`src/rtl/vector_scale_seq.sv`:
```
// vector_scale_seq: scales a three-component signed fixed-point vector by a
// signed scalar. One W x W multiplier is shared across the components over
// three cycles.
//
// Word format: W = D+Q bit two's complement, Q fractional bits. Each
// component is bits [Q+W-1:Q] of the full 2W-bit product. This is an
// arithmetic shift that rounds toward negative infinity.
//
// Optional feature, selected by the macro VECTOR_SCALE_SAT_EN:
//   defined   - a component that overflows W bits clamps to the max or min
//               representable value
//   undefined - a component is the plain slice, so overflow wraps around
// Rounding and timing are the same in both builds.
//
// Handshake: new_data is accepted at a rising edge where ready=1.
// ready is high in IDLE and DONE and low while the multiplier is busy.
// output_valid is a one-cycle strobe in the DONE cycle. In that same cycle
// r presents the new result, and r holds it until the next strobe.
// Accepting at edge E0 gives the state sequence MUL0, MUL1, MUL2, DONE.
// new_data seen in DONE starts the next operation directly, so requests
// held back-to-back produce one result every 4 cycles.
module vector_scale_seq #(
    parameter int D = 8,
    parameter int Q = 24
) (
    input  logic                     clk,
    input  logic                     rst,
    input  logic                     new_data,
    output logic                     ready,
    output logic                     output_valid,
    input  logic [D+Q-1:0]           s,
    input  logic [3*(D+Q)-1:0]       v,
    output logic [3*(D+Q)-1:0]       r,
    output logic [2:0]               dbg_state_o
);

    localparam int W = D + Q;

    localparam logic [2:0] IDLE = 3'd0;
    localparam logic [2:0] MUL0 = 3'd1;
    localparam logic [2:0] MUL1 = 3'd2;
    localparam logic [2:0] MUL2 = 3'd3;
    localparam logic [2:0] DONE = 3'd4;

    logic [2:0]          state_q, state_d;
    logic [W-1:0]        s_q;
    logic [3*W-1:0]      v_q;
    logic [3*W-1:0]      res_q;
    logic [3*W-1:0]      r_q;
    logic                valid_q;

    logic                accept;
    logic signed [W-1:0] op_s;
    logic signed [W-1:0] op_v;
    logic signed [2*W-1:0] prod;
    logic [W-1:0]        comp;
    logic                unused_prod_bits;

    assign ready        = (state_q == IDLE) || (state_q == DONE);
    assign accept       = new_data && ready;
    assign output_valid = valid_q;
    assign r            = r_q;
    assign dbg_state_o  = state_q;

    // Next-state logic: the MULk states always advance; IDLE and DONE wait for a request
    always_comb begin
        state_d = state_q;
        case (state_q)
            IDLE:    state_d = new_data ? MUL0 : IDLE;
            MUL0:    state_d = MUL1;
            MUL1:    state_d = MUL2;
            MUL2:    state_d = DONE;
            DONE:    state_d = new_data ? MUL0 : IDLE;
            default: state_d = IDLE;
        endcase
    end

    // Route the component that belongs to the current MULk state into the shared multiplier
    always_comb begin
        op_v = $signed(v_q[0 +: W]);
        case (state_q)
            MUL1:    op_v = $signed(v_q[W +: W]);
            MUL2:    op_v = $signed(v_q[2*W +: W]);
            default: op_v = $signed(v_q[0 +: W]);
        endcase
    end

    assign op_s = $signed(s_q);
    assign prod = op_s * op_v;

    // The bits below the slice are dropped by the floor shift, and without saturation so are the bits above it
    assign unused_prod_bits = ^{prod[2*W-1:Q+W], prod[Q-1:0]};

`ifdef VECTOR_SCALE_SAT_EN
    // Keep the slice only when every bit above it matches the slice's sign bit; otherwise clamp
    always_comb begin
        comp = prod[Q+W-1:Q];
        if (!((&prod[2*W-1:Q+W-1]) || (~|prod[2*W-1:Q+W-1]))) begin
            comp = prod[2*W-1] ? {1'b1, {(W-1){1'b0}}} : {1'b0, {(W-1){1'b1}}};
        end
    end
`else
    // Without saturation the component is simply the slice, so overflow wraps around
    always_comb begin
        comp = prod[Q+W-1:Q];
    end
`endif

    // State register
    always_ff @(posedge clk) begin
        if (rst) begin
            state_q <= IDLE;
        end else begin
            state_q <= state_d;
        end
    end

    // Operand capture (only on acceptance), per-component results, and the published result/strobe
    always_ff @(posedge clk) begin
        if (rst) begin
            s_q     <= '0;
            v_q     <= '0;
            res_q   <= '0;
            r_q     <= '0;
            valid_q <= 1'b0;
        end else begin
            valid_q <= (state_q == MUL2);
            if (accept) begin
                s_q <= s;
                v_q <= v;
            end
            case (state_q)
                MUL0: res_q[0 +: W]   <= comp;
                MUL1: res_q[W +: W]   <= comp;
                MUL2: begin
                    res_q[2*W +: W] <= comp;
                    // r is updated in one step so a partial vector never appears on it
                    r_q             <= {comp, res_q[2*W-1:0]};
                end
                default: ;
            endcase
        end
    end

endmodule
```
`config.mk`:
```
export PLATFORM = sky130hd
export DESIGN_NAME = vector_scale_seq
export DESIGN_NICKNAME = d
export VERILOG_FILES = /design/src/rtl/vector_scale_seq.sv
export SDC_FILE = /design/constraint.sdc
export NUM_CORES = 2
export LEC_CHECK = 0
export BUFFER_PORTS_ARGS = -buffer_cell sky130_fd_sc_hd__buf_2
export CAP_MARGIN = 5
export CORE_ASPECT_RATIO = 0.8
export CORE_MARGIN = 10
export CORE_UTILIZATION = 45
export CTS_BUF_LIST = sky130_fd_sc_hd__clkbuf_8 sky130_fd_sc_hd__clkbuf_16
export DETAILED_ROUTE_END_ITERATION = 8
export PLACE_DENSITY = 0.61
export RECOVER_POWER = 25
export SLEW_MARGIN = 20
export SYNTH_ARGS = -nofsm -noshare
export SYNTH_HDL_FRONTEND = slang
export SYNTH_SLANG_ARGS = --single-unit
```
`constraint.sdc`:
```
create_clock -name clk -period 10.6 [get_ports clk]
set_input_delay 1.59 -clock clk [delete_from_list [all_inputs] [get_ports clk]]
set_output_delay 1.59 -clock clk [all_outputs]
set_load 0.02 [all_outputs]
```
== Word-level counts from Yosys, hierarchy flattened ==
Index checks and enable logic that the tools add are counted.

* Eq/ne operators: 4
* Reduce and logical (&&, ||, !) cells: 4
* Multiplexer cells: 3
* $mul: 1

{| class="wikitable"
|+ Operators by type and width
! cell !! count
|-
| 32-bit one-hot mux with 2 select lines || 1
|-
| 32-bit by 32-bit multiplier with 56-bit output || 1
|-
| 3-bit one-hot mux with 4 select lines || 1
|-
| 3-bit by 2-bit equality test with 1-bit output, second input constant || 2
|-
| 3-bit by 1-bit equality test with 1-bit output, second input constant || 1
|-
| 3-bit equality test, second input constant || 1
|-
| 3-bit zero test || 1
|-
| 2-bit OR reduction || 1
|-
| 1-bit logical AND || 1
|-
| 1-bit logical OR || 1
|-
| 1-bit two-way mux || 1
|}

* Register bits: 292
* Output and inout port bits: 101

== Logic depth before layout (Yosys ltp) ==
* Depth after elaboration: 3
* Mapped depth: 35

== Worst setup path before layout ==
No wires, ideal clock.

* Path kind: register -> register
* Start: register state_q[0] (netlist: dbg_state_o[0])
* End: register r_q[92] (netlist: r[92])
* Data arrival time: 8858 ps
* Slack: 1622 ps
* Cell stages (with the launch flop): 31
* Cell sequence: dfxtp_1 -> buf_6 -> clkbuf_1 -> buf_1 -> mux2i_1 -> o21ai_0 -> clkbuf_1 -> nand2_1 -> inv_1 -> fa_1 -> fa_1 -> inv_1 -> fa_1 -> inv_1 -> fa_1 -> fa_1 -> inv_1 -> fa_1 -> fa_1 -> fa_1 -> inv_1 -> ha_1 -> inv_1 -> o21bai_1 -> a21o_1 -> a21o_1 -> a21o_1 -> a221o_1 -> a31oi_1 -> nor4_1 -> a211o_1

* Cells in the longest elaborated chain, start to end: 3
* Elaborated cells on any way between the ends: 4
* Those cells by class: mul: 1; eq/ne: 2; mux: 1

{| class="wikitable"
|+ Ends and longest elaborated chain
! what !! RTL line !! source
|-
| start, declared || 45 || <nowiki>logic [2:0] state_q, state_d;</nowiki>
|-
| start signal, assigned || 114 || <nowiki>state_q <= state_d;</nowiki>
|-
| 3-bit by 2-bit equality test with 1-bit output (on tied branches) || 81, 132 ||
|-
| 32-bit one-hot mux with 2 select lines || 81 || <nowiki>case (state_q)</nowiki>
|-
| 32-bit by 32-bit multiplier with 56-bit output || 89 || <nowiki>assign prod = op_s * op_v;</nowiki>
|-
| end signal, assigned || 138 || <nowiki>r_q <= {comp, res_q[2*W-1:0]};</nowiki>
|-
| end, declared || 49 || <nowiki>logic [3*W-1:0] r_q;</nowiki>
|}

Parallel ways exist; a longest one is shown, timed or not.
A chain may end at the register's enable or synchronous reset.

== Final worst setup path ==
* Start: register state_q[0] (netlist: dbg_state_o[0])
* End: register r_q[89] (netlist: r[89])

Same word-level chain as after synthesis.

==> impl.org <==
** Die
- The die covers 111,000 sq um.
- Std-Cell Core Area :: around 97,000 sq um
- Measured along the y axis, the die boundary spans 300 um.
- In this run the core area contains roughly 100 standard-cell rows.
- For this configuration, the core starts out at a cell density of 45.4%.
- Width of the die :: between 300 and 400 um
- In this run the count of I/O pins placed on the die edge is between 200 and 250.

** Timing
- Crit path setup slack, layout :: approximately 0.88 ns
- Unrepaired setup endpoints after global routing :: false
- The tightest hold path in the finished design has a slack of ~0.45 ns.
- At the pin with the least slew margin, the transition time is 2.69 ns.
- The total count of hold-check failures in the final report was 0.
- Setup violations remaining at the end of the flow were counted as 0.
- Sum of negative setup slack :: 0 ns
- Static timing analysis puts the maximum clock frequency at slightly above 0.1 GHz.
- Across the routed clock network, the largest skew measured is 0.0226 ns.
- Max transition margin :: -80.2%
- The final number of max-transition violations was 37.
- Post-route fraction of the period consumed by the critical path :: 91.7%
- The worst path needs approximately 10 ns of the cycle, external delays included.

** Pwr
- Cell-internal power :: between 2000 and 3000 uW
- In this run the power spent charging and discharging nets is between 2000 and 3000 uW.
- Sequential group share of total power :: roughly 25%
- Worst IR Drop VDD :: roughly 0.00015 V
- Design Power :: approximately 5300 uW
- Leakage power summed over all cells :: about 0.022 uW
- Power density over the cells :: between 100 and 150 nW/um^2
- Share of power burned in the clock network :: between 20% and 30%
- Fraction of power spent switching nets :: between 40 and 50%
- Part of the total power dissipated in combinational logic :: a little under three fifths

** Critical path
- Nature of the critical path startpoint :: flip-flop
- Master of the slowest instance on the critical path :: dfxtp_2
- Critical path's largest stage delay :: around 0.76 ns
- CP Capture Type :: flip-flop
- Arrival time reported for the critical path endpoint :: slightly above 10 ns
- Together, buffers and inverters on the worst path number 8.
- By startpoint and endpoint, the worst setup path is classified as flip-flop to flip-flop.
- Largest fanout on the critical path :: 23
- STA puts the critical path data required time at approximately 11 ns.
- Kind of cell adding the most delay to the critical path :: adder cells
- CP most frequent cell :: fa_1

** Yosys
- Yosys mapped a number of flops with a built-in enable equal to 0.
- Mean post-synth cell area :: around 8.8 sq um
- The number of nets handed over by synthesis was about 6,300.
- Post-Synthesis Cell Area :: 44,100 sq um
- The most used flip-flop cell after synthesis is dfxtp_1.
- Yosys printed 0 warnings.
- Synth async-reset ratio :: 0%
- Portion of the post-synthesis area used by sequential elements :: 13.3%
- Flops & latches, synth :: around 290
- Synthesized instance count :: approximately 5,000
- The synthesized netlist contains 71 unique library cells.

** Placement
- Once detailed placement completed, the half-perimeter wirelength came to slightly above 100,000 um.
- Buffers placed on the I/O ports in this run total between 200 and 250.
- Post-placement cell count :: about 6,300
- The congestion estimate from routability-driven global placement came to 0.901.
- Worst slack at placement :: between 0.9 and 1 ns

** Global route
- GR Overflow Total :: 0
- Entering global routing, the biggest net connects 164 pins.
- The first global-routing pass estimated slightly above 200,000 um of wire.
- Number of global-route vias before repair :: 35,200
- GRT Util Overall :: between 20% and 30%
- Antenna violations before repair :: 5

** Finish
- Most common cell after layout, fill and taps aside :: nand2_1
- Fill cells in the final layout number between 9,000 and 10,000.
- Leaving out filler cells and counting taps, the final layout contains approximately 6,300.
- The sequential cells in the finished layout cover a total of 5860 sq um.
- Area added between synthesis and finish :: 7.60%
- At the end of the flow, the number of nets in the layout was 6,308.
- Most used cells in the layout excluding fill and tap cells :: 1,065 x nand2_1, 982 x fa_1, 907 x inv_1, 397 x and2_1, 301 x a21oi_1
- Share of final-layout standard cells stronger than drive strength 1 :: between 7 and 8%
- In the final layout, the multi-input gates occupy approximately 34,000 sq um.

** Clocking
- Hold bufs inserted after CTS :: 0
- Number of clock sinks :: around 290
- Root Buffer Master :: clkbuf_16
- Counting along the longest clock path gives a buffer depth of 3.
- Post-CTS timing repair inserted 0 buffers for setup.
- Clock-pin slew was measured on the worst setup and hold paths at roughly 0.070 ns.
- Inserted Clock Buffers :: 28
- Clock tree from TritonCTS :: done
- H-Tree Level Count :: 1
- Post-cts sizing count :: 0
- The later pin in the worst-skew pair is clocked with a latency of between 0.6 and 0.7 ns.

** Routing
- The first detailed-routing pass ran for 5 iterations.
- Avg WL per Cell :: a little over 20 um
- Count of antenna-violating nets left after detailed routing :: 0
- Wires add up to ~130,000 um.
- For this block, the via count after detailed routing is 33,600.
- DRC violation count after routing :: 0
- Avg Vias per Cell :: between 5 and 6
- DRC marker count from the first detailed-route iteration :: approximately 2,400

** Job
- Across the run, the number of max-cap violations was 1.

** Status
- The flow ran to the end, but the final reports show violations.
- Violations in the final reports :: capacitance limit, slew limit

** Worst hold path
- In this run the worst hold path is classified as flip-flop to flip-flop.
-- power by group through the flow --
| stage | Clock (uW) | Combinational [uW] | Sequential (uW) |
|---|---|---|---|
| floorplan | 0 | 1940 | 1270 |
| global placement | 0 | 2880 | 1320 |
| detailed placement | 0 | 2900 | 1320 |
| CTS | 1080 | 2930 | 1290 |
| global route | 1130 | 3230 | 1310 |
| finish | 1070 | 2920 | 1300 |
-- worst reg2reg max path, delay by kind of cell (launching register included) --
family          cells  cell delay [ns]
fa+ha+maj           9             4.41
compound gates      8             2.91
buf+inv             8             1.17
flops               1             0.76
simple gates        2             0.21
mux                 1             0.14
-- cells in the mapped netlist, drive strengths merged (29+ instances only) --
| master | instances | share of area, % |
|---|---|---|
| a21oi | 304 | 3.5 |
| and2 | 400 | 5.7 |
| clkbuf | 301 | 2.6 |
| dfxtp | 292 | 13 |
| fa | 982 | 45 |
| ha | 171 | 4.9 |
| inv | 904 | 7.7 |
| mux2i | 29 | 0.69 |
| nand2 | 1066 | 9.1 |
| nand3 | 32 | 0.36 |
| nor2 | 52 | 0.44 |
| nor2b | 64 | 0.91 |
| o21ai | 68 | 0.77 |
| xnor2 | 40 | 0.80 |
-- metal layers --
| layer | vias to the layer above | routed length (um) | track usage, % |
|---|---|---|---|
| met4 | 4 | 4040 | 6.26 |
| met2 | 1129 | 61700 | 38.6 |
| met1 | 17300 | 55100 | 32.2 |
| met3 | 219 | 9790 | 4.68 |
| li1 | 14900 | - | - |
| met5 | - | 16 | 0 |
-- registers in the layout, summed over array words and instances (netlist names) --
register,flops
dbg_state_o,3
op_s,32
output_valid,1
r,96
res_q,64
v_q,96
-- final timing paths --
path / start / end / slack (ns) / cells after the start
setup / recovery: dbg_state_o[0]$_SDFF_PP0_ / r[89]$_SDFFE_PP0N_ / 0.88 / 28
hold / removal: res_q[17]$_SDFFE_PP0P_ / r[17]$_SDFFE_PP0N_ / 0.45 / 2
setup reg to reg: dbg_state_o[0]$_SDFF_PP0_ / r[89]$_SDFFE_PP0N_ / 0.88 / 28
hold reg to reg: res_q[17]$_SDFFE_PP0P_ / r[17]$_SDFFE_PP0N_ / 0.45 / 2
-- stage by stage --
step           instance area, sq um  util, %
2_1_floorplan                 44100        -
3_3_place_gp                  46500     48.0
3_5_place_dp                  46500     48.0
4_1_cts                       47500     49.0
5_1_grt                       47400     48.9
6_report                      47400     48.9
-- cells by family after synthesis --
group / synth area share (%)
adders and majority gates: 49.5
buffers and inverters: 10.4
AOI/OAI and AO/OA: 6.40
muxes: 0.926
and+or+nand+nor: 18.5
xor gates and xnor gates: 1.03
DFF: 13.3
-- layout make-up --
class	instances	share of cell area [%]
sequential	292	12.4
antenna	1	0.00528
clock inverter	17	0.414
tap	1300	3.43
inverter	904	7.16
multi-input combinational	3475	71.3
timing repair buffer	323	3.72
clock buffer	33	1.62
Note: power is estimated with default switching activity, not from simulation.
